File: src/rtl/load_store_unit_pkg.sv
// Shared widths, FSM encoding and store-buffer entry type for the load/store unit.
package load_store_unit_pkg;

  localparam int unsigned SB_DEPTH   = 4;
  localparam int unsigned MATCH_W    = 3;
  localparam int unsigned STARVE_MAX = 8;
  localparam int unsigned ADDR_W     = 16;
  localparam int unsigned DATA_W     = 16;
  localparam int unsigned CNT_W      = $clog2(SB_DEPTH + 1);

  typedef enum logic [1:0] {
    ST_RUN   = 2'd0,
    ST_FORCE = 2'd1,
    ST_FENCE = 2'd2
  } lsu_state_e;

  typedef struct packed {
    logic [ADDR_W-1:0] addr;
    logic [DATA_W-1:0] data;
  } sb_entry_t;

endpackage

File: src/rtl/load_store_unit_if.sv
// Execute-stage request/response bus of the load/store unit.
//   req_valid/req_ready  handshake, req_we 1=store 0=load
//   req_addr/req_wdata   request payload
//   rsp_valid/rsp_rdata  registered load result
interface load_store_unit_if;
  logic                                     req_valid;
  logic                                     req_ready;
  logic                                     req_we;
  logic [load_store_unit_pkg::ADDR_W-1:0]   req_addr;
  logic [load_store_unit_pkg::DATA_W-1:0]   req_wdata;
  logic                                     rsp_valid;
  logic [load_store_unit_pkg::DATA_W-1:0]   rsp_rdata;

  modport master (
    output req_valid, req_we, req_addr, req_wdata,
    input  req_ready, rsp_valid, rsp_rdata
  );

  modport slave (
    input  req_valid, req_we, req_addr, req_wdata,
    output req_ready, rsp_valid, rsp_rdata
  );
endinterface

File: src/rtl/load_store_unit_store_buffer.sv
// Circular store FIFO with a parallel youngest-match search port.
//   push/push_entry  enqueue at tail      pop         dequeue head
//   head_entry       oldest entry         count       occupancy
//   search_key       low address bits     hit_c/hit_data_c  youngest matching entry
module load_store_unit_store_buffer
  import load_store_unit_pkg::*;
#(
  parameter int unsigned DEPTH = SB_DEPTH,
  parameter int unsigned MATCH = MATCH_W
) (
  input  logic                         clk,
  input  logic                         rst,
  input  logic                         push,
  input  sb_entry_t                    push_entry,
  input  logic                         pop,
  output sb_entry_t                    head_entry,
  output logic [$clog2(DEPTH+1)-1:0]   count,
  input  logic [MATCH-1:0]             search_key,
  output logic                         hit_c,
  output logic [DATA_W-1:0]            hit_data_c
);

  localparam int unsigned PTR_W = $clog2(DEPTH);
  localparam int unsigned CW    = $clog2(DEPTH + 1);

  sb_entry_t         entries_q [DEPTH];
  logic [PTR_W-1:0]  head_q;
  logic [PTR_W-1:0]  tail_q;
  logic [CW-1:0]     count_q;

  // Pointers wrap naturally because DEPTH is a power of two.
  always_ff @(posedge clk) begin
    if (rst) begin
      head_q  <= '0;
      tail_q  <= '0;
      count_q <= '0;
    end else begin
      if (push) tail_q <= tail_q + PTR_W'(1);
      if (pop)  head_q <= head_q + PTR_W'(1);
      case ({push, pop})
        2'b10:   count_q <= count_q + CW'(1);
        2'b01:   count_q <= count_q - CW'(1);
        default: count_q <= count_q;
      endcase
    end
  end

  // Payload storage needs no reset; count decides which slots are live.
  always_ff @(posedge clk) begin
    if (push) entries_q[tail_q] <= push_entry;
  end

  assign head_entry = entries_q[head_q];
  assign count      = count_q;

  // Walk oldest to youngest so the last match found is the youngest.
  always_comb begin
    logic [PTR_W-1:0] idx;
    idx        = '0;
    hit_c      = 1'b0;
    hit_data_c = '0;
    for (int i = 0; i < int'(DEPTH); i++) begin
      idx = head_q + PTR_W'(i);
      if ((CW'(i) < count_q) && (entries_q[idx].addr[MATCH-1:0] == search_key)) begin
        hit_c      = 1'b1;
        hit_data_c = entries_q[idx].data;
      end
    end
  end

endmodule

File: src/rtl/load_store_unit.sv
// Load/store unit: posts stores into a buffer, forwards to loads, and owns the
// single DataMemory port, draining buffered stores whenever no request is taken.
//   clk, rst            clock, synchronous active-high reset
//   req_if (slave)      request handshake and registered load response
//   fence_req/done      drain-all request pulse / completion pulse
//   mem_*               DataMemory port (combinational read data in)
//   sb_count            buffered store count
module load_store_unit
  import load_store_unit_pkg::*;
#(
  parameter int unsigned DEPTH        = SB_DEPTH,
  parameter int unsigned MATCH_BITS   = MATCH_W,
  parameter int unsigned STARVE_LIMIT = STARVE_MAX
) (
  input  logic                        clk,
  input  logic                        rst,
  load_store_unit_if.slave            req_if,
  input  logic                        fence_req,
  output logic                        fence_done,
  output logic [ADDR_W-1:0]           mem_access_addr,
  output logic [DATA_W-1:0]           mem_write_data,
  output logic                        mem_write_en,
  output logic                        mem_read_en,
  input  logic [DATA_W-1:0]           mem_read_data,
  output logic [$clog2(DEPTH+1)-1:0]  sb_count
);

  localparam int unsigned CW       = $clog2(DEPTH + 1);
  localparam int unsigned STARVE_W = $clog2(STARVE_LIMIT + 1);

  lsu_state_e          state_q;
  logic [STARVE_W-1:0] starve_q;
  logic [CW-1:0]       count;
  logic [CW-1:0]       count_nxt_c;
  sb_entry_t           head_entry;
  sb_entry_t           push_entry;
  logic                accept_c;
  logic                load_acc_c;
  logic                store_acc_c;
  logic                drain_c;
  logic                hit_c;
  logic [DATA_W-1:0]   hit_data_c;

  load_store_unit_store_buffer #(
    .DEPTH (DEPTH),
    .MATCH (MATCH_BITS)
  ) u_sb (
    .clk        (clk),
    .rst        (rst),
    .push       (store_acc_c),
    .push_entry (push_entry),
    .pop        (drain_c),
    .head_entry (head_entry),
    .count      (count),
    .search_key (req_if.req_addr[MATCH_BITS-1:0]),
    .hit_c      (hit_c),
    .hit_data_c (hit_data_c)
  );

  assign sb_count        = count;
  assign push_entry.addr = req_if.req_addr;
  assign push_entry.data = req_if.req_wdata;

  // Requests only in RUN; a store additionally needs a free slot.
  assign req_if.req_ready = !rst && (state_q == ST_RUN) &&
                            (!req_if.req_we || (count < CW'(DEPTH)));

  assign accept_c    = req_if.req_valid && req_if.req_ready;
  assign load_acc_c  = accept_c && !req_if.req_we;
  assign store_acc_c = accept_c && req_if.req_we;
  // The port is free for a drain whenever no request is taken this cycle.
  assign drain_c     = !rst && !accept_c && (count != '0);
  assign count_nxt_c = count + CW'(store_acc_c) - CW'(drain_c);

  // Single-user DataMemory port: accepted load, else head drain, else idle.
  always_comb begin
    mem_access_addr = '0;
    mem_write_data  = '0;
    mem_write_en    = 1'b0;
    mem_read_en     = 1'b0;
    if (load_acc_c) begin
      mem_read_en     = 1'b1;
      mem_access_addr = req_if.req_addr;
    end else if (drain_c) begin
      mem_write_en    = 1'b1;
      mem_access_addr = head_entry.addr;
      mem_write_data  = head_entry.data;
    end
  end

  // Control FSM, starve counter and load response register.
  always_ff @(posedge clk) begin
    if (rst) begin
      state_q          <= ST_RUN;
      starve_q         <= '0;
      fence_done       <= 1'b0;
      req_if.rsp_valid <= 1'b0;
      req_if.rsp_rdata <= '0;
    end else begin
      fence_done       <= 1'b0;
      req_if.rsp_valid <= load_acc_c;
      if (load_acc_c) begin
        req_if.rsp_rdata <= hit_c ? hit_data_c : mem_read_data;
      end

      if (drain_c || (count == '0)) begin
        starve_q <= '0;
      end else if (starve_q != STARVE_W'(STARVE_LIMIT)) begin
        starve_q <= starve_q + STARVE_W'(1);
      end

      case (state_q)
        ST_RUN: begin
          if (fence_req) begin
            // Nothing left after this cycle: complete without entering FENCE.
            if (count_nxt_c == '0) fence_done <= 1'b1;
            else                   state_q    <= ST_FENCE;
          end else if (starve_q == STARVE_W'(STARVE_LIMIT)) begin
            state_q <= ST_FORCE;
          end
        end
        ST_FORCE: begin
          if (drain_c || (count == '0)) state_q <= ST_RUN;
        end
        ST_FENCE: begin
          if (count_nxt_c == '0) begin
            state_q    <= ST_RUN;
            fence_done <= 1'b1;
          end
        end
        default: state_q <= ST_RUN;
      endcase
    end
  end

endmodule

File: src/flat_wrapper.sv
// flat-port wrapper written by rule: the top's interface ports become plain ports
module load_store_unit_flat import load_store_unit_pkg::*;
#(
  parameter int unsigned DEPTH        = SB_DEPTH,
  parameter int unsigned MATCH_BITS   = MATCH_W,
  parameter int unsigned STARVE_LIMIT = STARVE_MAX
)
  (clk, rst, fence_req, fence_done, mem_access_addr, mem_write_data, mem_write_en, mem_read_en, mem_read_data, sb_count, req_if_req_valid, req_if_req_we, req_if_req_addr, req_if_req_wdata, req_if_req_ready, req_if_rsp_valid, req_if_rsp_rdata);
  load_store_unit_if req_if_i ();
  input  logic clk;
  input  logic rst;
  input  logic fence_req;
  output logic fence_done;
  output logic [ADDR_W-1:0] mem_access_addr;
  output logic [DATA_W-1:0] mem_write_data;
  output logic mem_write_en;
  output logic mem_read_en;
  input  logic [DATA_W-1:0] mem_read_data;
  output logic [$clog2(DEPTH+1)-1:0] sb_count;
  input wire logic [$bits(req_if_i.req_valid)-1:0] req_if_req_valid;
  input wire logic [$bits(req_if_i.req_we)-1:0] req_if_req_we;
  input wire logic [$bits(req_if_i.req_addr)-1:0] req_if_req_addr;
  input wire logic [$bits(req_if_i.req_wdata)-1:0] req_if_req_wdata;
  output wire logic [$bits(req_if_i.req_ready)-1:0] req_if_req_ready;
  output wire logic [$bits(req_if_i.rsp_valid)-1:0] req_if_rsp_valid;
  output wire logic [$bits(req_if_i.rsp_rdata)-1:0] req_if_rsp_rdata;
  assign req_if_i.req_valid = req_if_req_valid;
  assign req_if_i.req_we = req_if_req_we;
  assign req_if_i.req_addr = req_if_req_addr;
  assign req_if_i.req_wdata = req_if_req_wdata;
  assign req_if_req_ready = req_if_i.req_ready;
  assign req_if_rsp_valid = req_if_i.rsp_valid;
  assign req_if_rsp_rdata = req_if_i.rsp_rdata;
  load_store_unit #(.DEPTH(DEPTH), .MATCH_BITS(MATCH_BITS), .STARVE_LIMIT(STARVE_LIMIT)) u_core (.clk(clk), .rst(rst), .req_if(req_if_i), .fence_req(fence_req), .fence_done(fence_done), .mem_access_addr(mem_access_addr), .mem_write_data(mem_write_data), .mem_write_en(mem_write_en), .mem_read_en(mem_read_en), .mem_read_data(mem_read_data), .sb_count(sb_count));
endmodule
File: config.mk
export PLATFORM = sky130hd
export DESIGN_NAME = load_store_unit_flat
export DESIGN_NICKNAME = d
export VERILOG_FILES = /design/src/rtl/load_store_unit_pkg.sv /design/src/rtl/load_store_unit_if.sv /design/src/rtl/load_store_unit_store_buffer.sv /design/src/rtl/load_store_unit.sv /design/src/flat_wrapper.sv
export SDC_FILE = /design/constraint.sdc
export NUM_CORES = 1
export LEC_CHECK = 0
export ABC_AREA = 1
export BUFFER_PORTS_ARGS = -buffer_cell sky130_fd_sc_hd__buf_4
export CAP_MARGIN = 20
export CORE_ASPECT_RATIO = 0.5
export CORE_UTILIZATION = 30
export CTS_CLUSTER_DIAMETER = 100
export DETAILED_ROUTE_END_ITERATION = 8
export PLACE_DENSITY = 0.55
export SLEW_MARGIN = 40
export SYNTH_ARGS = -nofsm -noshare
export SYNTH_HDL_FRONTEND = slang
export SYNTH_HIERARCHICAL = 1
export SYNTH_SLANG_ARGS = --single-unit
export TNS_END_PERCENT = 50
File: constraint.sdc
create_clock -name clk -period 4.85 [get_ports clk]
set_input_delay 0.485 -clock clk [delete_from_list [all_inputs] [get_ports clk]]
set_output_delay 0.485 -clock clk [all_outputs]
set_load 0.005 [all_outputs]
==> results.py, run 1 <==
metrics = {
    "sta": {
        "fin_ws_ns": 1.22,
        "max_clock_freq_mhz": 275,
        "hold_viol": 0,
        "tns_ns": 0,
        "rsz0062_at_grt": "false",
        "finalClockSkew_ns": 0.0130,
        "maxSlewViolCount": 0,
        "fin_crit_ns": 3.63,
        "finalSetupViolCount": 0,
        "worst_pin_slew_ns": 0.746,
        "fin_crit_sh_pct": 74.9,
        "timing.slew.headroom_pct": 50.3,
    },
    "global_routing": {
        "grt_util_all_layers_pct": 17.5,
        "grt_start_max_net_pins": 88,
        "grt_pass1_vias": 7768,
        "grt_pass1_wl_um": 42500,
        "gr-total-overflow": 0,
        "antenna_found_initial": 0,
    },
    "clock_network": {
        "cts.path.max_buffers": 2,
        "cts_tree": "done",
        "cts.htree.levels": 4,
        "clockRootBuffer": "clkbuf_16",
        "clock_latency_ns": 0.45,
        "cts-buffers-inserted": 17,
        "cts_num_sinks": 161,
        "clk_pin_slew_worst_paths_ns": 0.08,
        "ctsHoldBuffers": 0,
        "cts_resized": 0,
        "cts_setup_buffers": 0,
    },
    "worst_hold_path": {
        "hp-start": "req_if_req_wdata[7]",
        "hold_class": "in -> reg",
    },
    "logic_synthesis": {
        "synth_top_cell_area_share_pct": 41.4,
        "yosys-top-cells-count": "257 x nand2_1, 144 x o21ai_0, 128 x edfxtp_1, 117 x inv_1, 93 x nand3_1",
        "syn-num-nets": 1179,
        "postSynthCellCount": 1113,
        "yosysMostFrequentCell": "nand2_1",
        "synth_edf_count": 128,
        "async_reset_ff_share_pct": 0,
        "ys_seq_area_share_pct": 48.5,
        "syn_avg_cell_area_sq_um": 8.34,
        "ys_warn_count": 6,
        "synthTopCellsByArea": "edfxtp_1 41%, nand2_1 10%, o21ai_0 7.8%",
        "yosys.area.top_type": "edfxtp_1",
        "synth_seq_cells": 161,
        "yosysUniqueCellTypes": 40,
        "synth_area_sq_mm": 0.00928,
        "ys.flop_type": "edfxtp_1",
    },
    "place": {
        "routabilityCongestion": 0.936,
        "hpwl_um": 18400,
        "preCtsSetupSlack_ns": 1.27,
        "io_buffers": 108,
    },
    "cells_and_area": {
        "drive_above_1_share_pct": 17.6,
        "final_nets": 1252,
        "antenna_cells": 0,
        "synthToLayoutAreaGrowth_pct": 18.0,
        "fillers": 3124,
    },
    "worst_setup_path": {
        "cp_max_fo": 36,
        "rr_startpoint": "u_core/u_sb/head_q[0]",
        "critPathCaptureType": "flop",
        "crit_start": "u_core/u_sb/head_q[0]",
        "critPathArrivalTime_ns": 3.96,
        "critPathRequiredTime_ns": 5.18,
        "path_class": "reg -> reg",
        "start_kind": "flop",
    },
    "die": {
        "coreArea_sq_mm": 0.0304,
        "die_y_um": 126,
        "die_width_um": 251,
        "io_pins": 109,
        "rows": 45,
        "initial_core_util_pct": 30.5,
        "dieArea_sq_mm": 0.0317,
    },
    "drt": {
        "post_drt_wl_per_cell_um": 16.9,
        "drc": 0,
        "dr.pass1.iters": 6,
        "drtIter0Drc": 608,
        "vias": 7902,
        "viasPerCell": 4.94,
        "antenna_left": 0,
        "wl_um": 27000,
    },
    "power": {
        "p_leak_nw": 4.50,
        "p_per_area_mw_per_mm2": 455,
        "peakVddDrop_mv": 0.244,
    },
    "outcome": {
        "status": "complete, no violations",
    },
    "job": {
        "cap_violations": 0,
    },
}
[cell usage in the layout (no fill, tap or decap), drive strengths merged, types with 16 or more instances in the layout]
master and n:
a22o 16, edfxtp 128, o22ai 28, inv 131, o21ai 162, buf 116
nand3 94, mux2i 16, a21oi 79, nand2 266, dfxtp 33, nor2 76
clkbuf 17
[report_power, final]
group	total [mW]	internal, mW	switching, mW
combinational	1.93	0.629	1.31
clock	1.42	0.752	0.666
sequential	1.63	1.56	0.0706
total	4.98	2.94	2.04
[sequential cells by signal, summed over array words and instances, names as in the netlist, named ones only]
name,flops
u_core/starve_q,4
u_core/fence_done,1
u_core/u_sb/tail_q,2
u_core/state_q,2
u_core/req_if.rsp_valid,1
u_core/req_if.rsp_rdata,16
u_core/u_sb/head_q,2
u_core/u_sb/entries_q,128
u_core/u_sb/count,3
[per-layer routing]
layer | track usage (%) | share of wire [%] | vias to the layer above
li1 | - | - | 3931
met2 | 30.2 | 48 | 219
met4 | 5.12 | 1.7 | 0
met5 | 0 | 0 | -
met1 | 22.0 | 46 | 3714
met3 | 3.69 | 4.8 | 38
[per-stage QoR]
step           instances  hold slack [ns]  util [%]  cell area (sq um)  total power, mW
6_report            1598            0.231      36.0              11000             4.98
3_3_place_gp        1566            0.488      33.9              10300             3.55
2_1_floorplan       1113            0.462         -               9280             3.02
3_5_place_dp        1566            0.499      33.9              10300             3.58
4_1_cts             1598            0.211      36.0              11000             5.01
5_1_grt             1598            0.208      36.0              11000             5.30
[cell type report]
type / instances / area [sq um] / area share [%]
clock buffers: 17 / 425 / 3.88
clock inverters: 15 / 216 / 1.98
inverters: 126 / 488 / 4.45
multi-input cells: 764 / 3950 / 36.1
flip-flops and latches: 161 / 4510 / 41.1
well taps: 399 / 499 / 4.56
repair buffers: 116 / 871 / 7.95
[worst paths after layout]
kind,to,slack (ns),cells after the start
worst max register to register,u_core/req_if.rsp_rdata[1],1.22,10
worst max-delay path,u_core/req_if.rsp_rdata[1],1.22,10
worst min register to register,u_core/starve_q[2],0.51,1
worst min-delay path,u_core/u_sb/entries_q[0][7],0.23,1
[cells by family after synthesis]
family / count (synthesis) / share of synthesized area, %
AND/OR/NAND/NOR: 440 / 20.8
multiplexers: 16 / 1.73
XOR/XNOR: 5 / 0.472
AO/OA/AOI/OAI: 290 / 17.6
adder cells (fa/ha/maj): 13 / 1.83
flip-flops: 161 / 48.5
buffers and inverters: 188 / 9.11
[worst max-delay path, cell delays in order, from the launching register on]
cell and delay, ns:
dfxtp_2 0.62, nand2_2 0.40, nand2_2 0.58, nand2_1 0.15
nand3_1 0.10, nand2_1 0.08, nor2_4 0.38, nand2_2 0.34
o2111ai_4 0.44, mux2i_1 0.32, a21oi_2 0.09
Power figures use the tool's default switching activity.
==> run 2, diff against run 1 <==
--- a/config.mk
+++ b/config.mk
@@ -5,14 +5,14 @@
 export SDC_FILE = /design/constraint.sdc
 export NUM_CORES = 1
 export LEC_CHECK = 0
-export ABC_AREA = 1
+export ABC_AREA = 0
 export BUFFER_PORTS_ARGS = -buffer_cell sky130_fd_sc_hd__buf_4
 export CAP_MARGIN = 20
 export CORE_ASPECT_RATIO = 0.5
 export CORE_UTILIZATION = 30
 export CTS_CLUSTER_DIAMETER = 100
 export DETAILED_ROUTE_END_ITERATION = 8
-export PLACE_DENSITY = 0.55
+export PLACE_DENSITY = 0.57
 export SLEW_MARGIN = 40
 export SYNTH_ARGS = -nofsm -noshare
 export SYNTH_HDL_FRONTEND = slang
==> constraint.sdc (replaced) <==
create_clock -name clk -period 3.2 [get_ports clk]
set_input_delay 0.32 -clock clk [delete_from_list [all_inputs] [get_ports clk]]
set_output_delay 0.32 -clock clk [all_outputs]
set_load 0.005 [all_outputs]
==> run 2 against run 1 <==
First-iteration DRC count down 41%. Sequential power up 47%. Critical path type unchanged. Die area down 7.2%. Final area down 5.6%. Total power up 7.5%. Clock skew down 0.0064 ns. Combinational power down 44%.
==> results.py, run 2 <==
metrics = {
    "outcome": {
        "status": "complete, no violations",
    },
    "logic_synthesis": {
        "yosysUniqueCellTypes": 41,
        "yosys.area.top_type": "edfxtp_1",
        "yosys-top-cells-count": "128 x edfxtp_1, 53 x mux4_2, 51 x nand2_1, 39 x mux2i_1, 38 x and2_1",
        "synth_top_cell_area_share_pct": 44.7,
        "ys_warn_count": 6,
        "synthTopCellsByArea": "edfxtp_1 45%, mux4_2 14%, dfxtp_1 7.7%",
        "synth_seq_cells": 161,
        "synth_area_sq_mm": 0.00860,
        "postSynthCellCount": 631,
        "ys.flop_type": "edfxtp_1",
        "syn-num-nets": 697,
        "syn_avg_cell_area_sq_um": 13.6,
        "yosysMostFrequentCell": "edfxtp_1",
        "synth_edf_count": 128,
        "async_reset_ff_share_pct": 0,
        "ys_seq_area_share_pct": 52.4,
    },
    "clock_network": {
        "cts-buffers-inserted": 17,
        "cts_num_sinks": 161,
        "clock_latency_ns": 0.43,
        "clk_pin_slew_worst_paths_ns": 0.06,
        "clockRootBuffer": "clkbuf_16",
        "cts.path.max_buffers": 2,
        "cts.htree.levels": 4,
        "cts_tree": "done",
        "cts_setup_buffers": 0,
    },
    "die": {
        "io_pins": 109,
        "initial_core_util_pct": 30.8,
        "dieArea_sq_mm": 0.0294,
        "rows": 43,
        "coreArea_sq_mm": 0.0279,
        "die_width_um": 241,
        "die_y_um": 122,
    },
    "global_routing": {
        "grt_start_max_net_pins": 82,
        "grtUsageMet1_pct": 21.4,
        "grt_pass1_vias": 5651,
        "antenna_found_initial": 0,
        "met3_usage_pct": 3.56,
        "grt.busiest_layer": "met2",
        "gr-total-overflow": 0,
        "grt_util_all_layers_pct": 15.8,
        "use_met2_pct": 25.1,
        "grt_pass1_wl_um": 34000,
    },
    "worst_setup_path": {
        "rr_startpoint": "u_core/u_sb/head_q[0]",
        "reg2reg_slack_ns": 0.13,
        "start_kind": "flop",
        "reg2reg_to": "u_core/req_if.rsp_rdata[2]",
        "r2r_cells": 7,
        "cp_cell_sequence": "mux4_2 > xor2_1 > or4_1 > nor2b_4 > a311oi_1 > mux2i_1 > a211oi_2",
        "slowest_stage": "or4_1",
        "critPathArrivalTime_ns": 3.42,
        "crit_start": "u_core/u_sb/head_q[0]",
        "critPathCaptureType": "flop",
        "crit_buf_inv": 0,
        "cpLargestDelayFamily": "simple AND/OR/NAND/NOR gates",
        "critPathMaxStageDelay_ns": 0.56,
        "critPathRequiredTime_ns": 3.55,
        "path_class": "reg -> reg",
        "cp_max_fo": 17,
    },
    "sta": {
        "finalSetupViolCount": 0,
        "fin_crit_sh_pct": 96.0,
        "worst_pin_slew_ns": 0.769,
        "fin_crit_ns": 3.07,
        "tns_ns": 0,
        "maxSlewViolCount": 0,
        "hold_viol": 0,
        "max_clock_freq_mhz": 326,
        "rsz0062_at_grt": "false",
        "timing.slew.headroom_pct": 48.7,
        "finalClockSkew_ns": 0.00663,
    },
    "drt": {
        "antenna_left": 0,
        "viasPerCell": 5.03,
        "wl_um": 22400,
        "dr.pass1.iters": 5,
        "drtIter0Drc": 358,
        "vias": 5650,
        "drc": 0,
        "post_drt_wl_per_cell_um": 19.9,
    },
    "worst_hold_path": {
        "hold_class": "in -> reg",
        "min_path_cells": 2,
        "holdPathEnd": "u_core/state_q[0]",
        "hp-start": "fence_req",
    },
    "power": {
        "p_per_area_mw_per_mm2": 518,
        "p_leak_nw": 3.41,
        "peakVddDrop_mv": 0.345,
        "total_power_mw": 5.36,
    },
    "job": {
        "cap_violations": 0,
    },
    "cells_and_area": {
        "final_common_cell": "edfxtp_1",
        "regMostFlops": "u_core/u_sb/entries_q",
        "largest_reg_flops": 128,
        "layout_common_cells": "128 x edfxtp_1, 127 x buf_4, 53 x mux4_2",
        "final_nets": 794,
        "synthToLayoutAreaGrowth_pct": 20.3,
        "drive_above_1_share_pct": 35.4,
        "reg.largest.list": "u_core/u_sb/entries_q x128, u_core/req_if.rsp_rdata x16, u_core/starve_q x4",
    },
    "place": {
        "hpwl_um": 14700,
        "io_buffers": 108,
        "routabilityCongestion": 0.767,
    },
}
run 2: how the worst max path moves through the flow:
| stage | endpoint | cells past startpoint | slack (ns) |
|---|---|---|---|
| after floorplan | u_core/req_if.rsp_rdata[0] | 13 | 0.18 |
| after global placement | u_core/req_if.rsp_rdata[0] | 7 | 0.28 |
| after detailed placement | u_core/req_if.rsp_rdata[2] | 7 | 0.20 |
| after CTS | u_core/req_if.rsp_rdata[2] | 7 | 0.18 |
| after global routing | u_core/req_if.rsp_rdata[2] | 7 | 0.08 |
| final | u_core/req_if.rsp_rdata[2] | 7 | 0.13 |
run 2: final cells by class:
type,count,area [sq um]
inverters,11,41.3
fillers,2664,17600
repair buffers,129,985
clock buffers,18,429
well taps,382,478
flip-flops and latches,161,4510
multi-input cells,408,3800
diodes,1,2.50
clock inverters,13,104
run 2: cells by family (layout without fill, tap and decap cells):
group	count (synthesis)	in the layout	synth area share, %
and+or+nand+nor	156	156	9.16
buffers and inverters	62	171	3.69
other	0	1	0
xor gates and xnor gates	22	22	2.24
adders and majority gates	13	13	1.98
muxes	108	108	20.5
AOI/OAI and AO/OA	109	109	10.1
DFF	161	161	52.4
run 2: layer usage:
metal / up-vias / routed length (um)
li1: 2631 / -
met1: 2871 / 10300
met2: 129 / 10600
met3: 19 / 1170
met4: 0 / 312
met5: - / 0
run 2: stage by stage:
step | setup slack, ns | util [%] | cell area [sq um] | hold WS [ns] | cells
2_1_floorplan | 0.175 | - | 8600 | 0.399 | 631
3_3_place_gp | 0.280 | 35.1 | 9800 | 0.500 | 1091
3_5_place_dp | 0.198 | 35.1 | 9800 | 0.507 | 1091
4_1_cts | 0.182 | 37.0 | 10300 | 0.0470 | 1122
5_1_grt | 0.0803 | 37.0 | 10300 | 0.0558 | 1122
6_report | 0.128 | 37.1 | 10300 | 0.0616 | 1123
run 2: what timing repair did:
| action | CTS | global route |
|---|---|---|
| setup endpoints to repair | 0 | 1 |
| hold buffers | 0 | 0 |
| gates resized for setup | 0 | 1 |
run 2: report_power, final:
group          internal, mW  total, mW  leakage (nW)  switching [mW]
clock network          1.00       1.87         0.255           0.872
registers              2.33       2.40          1.43          0.0706
logic                 0.528       1.08          1.73           0.553
total                  3.86       5.36          3.41            1.50
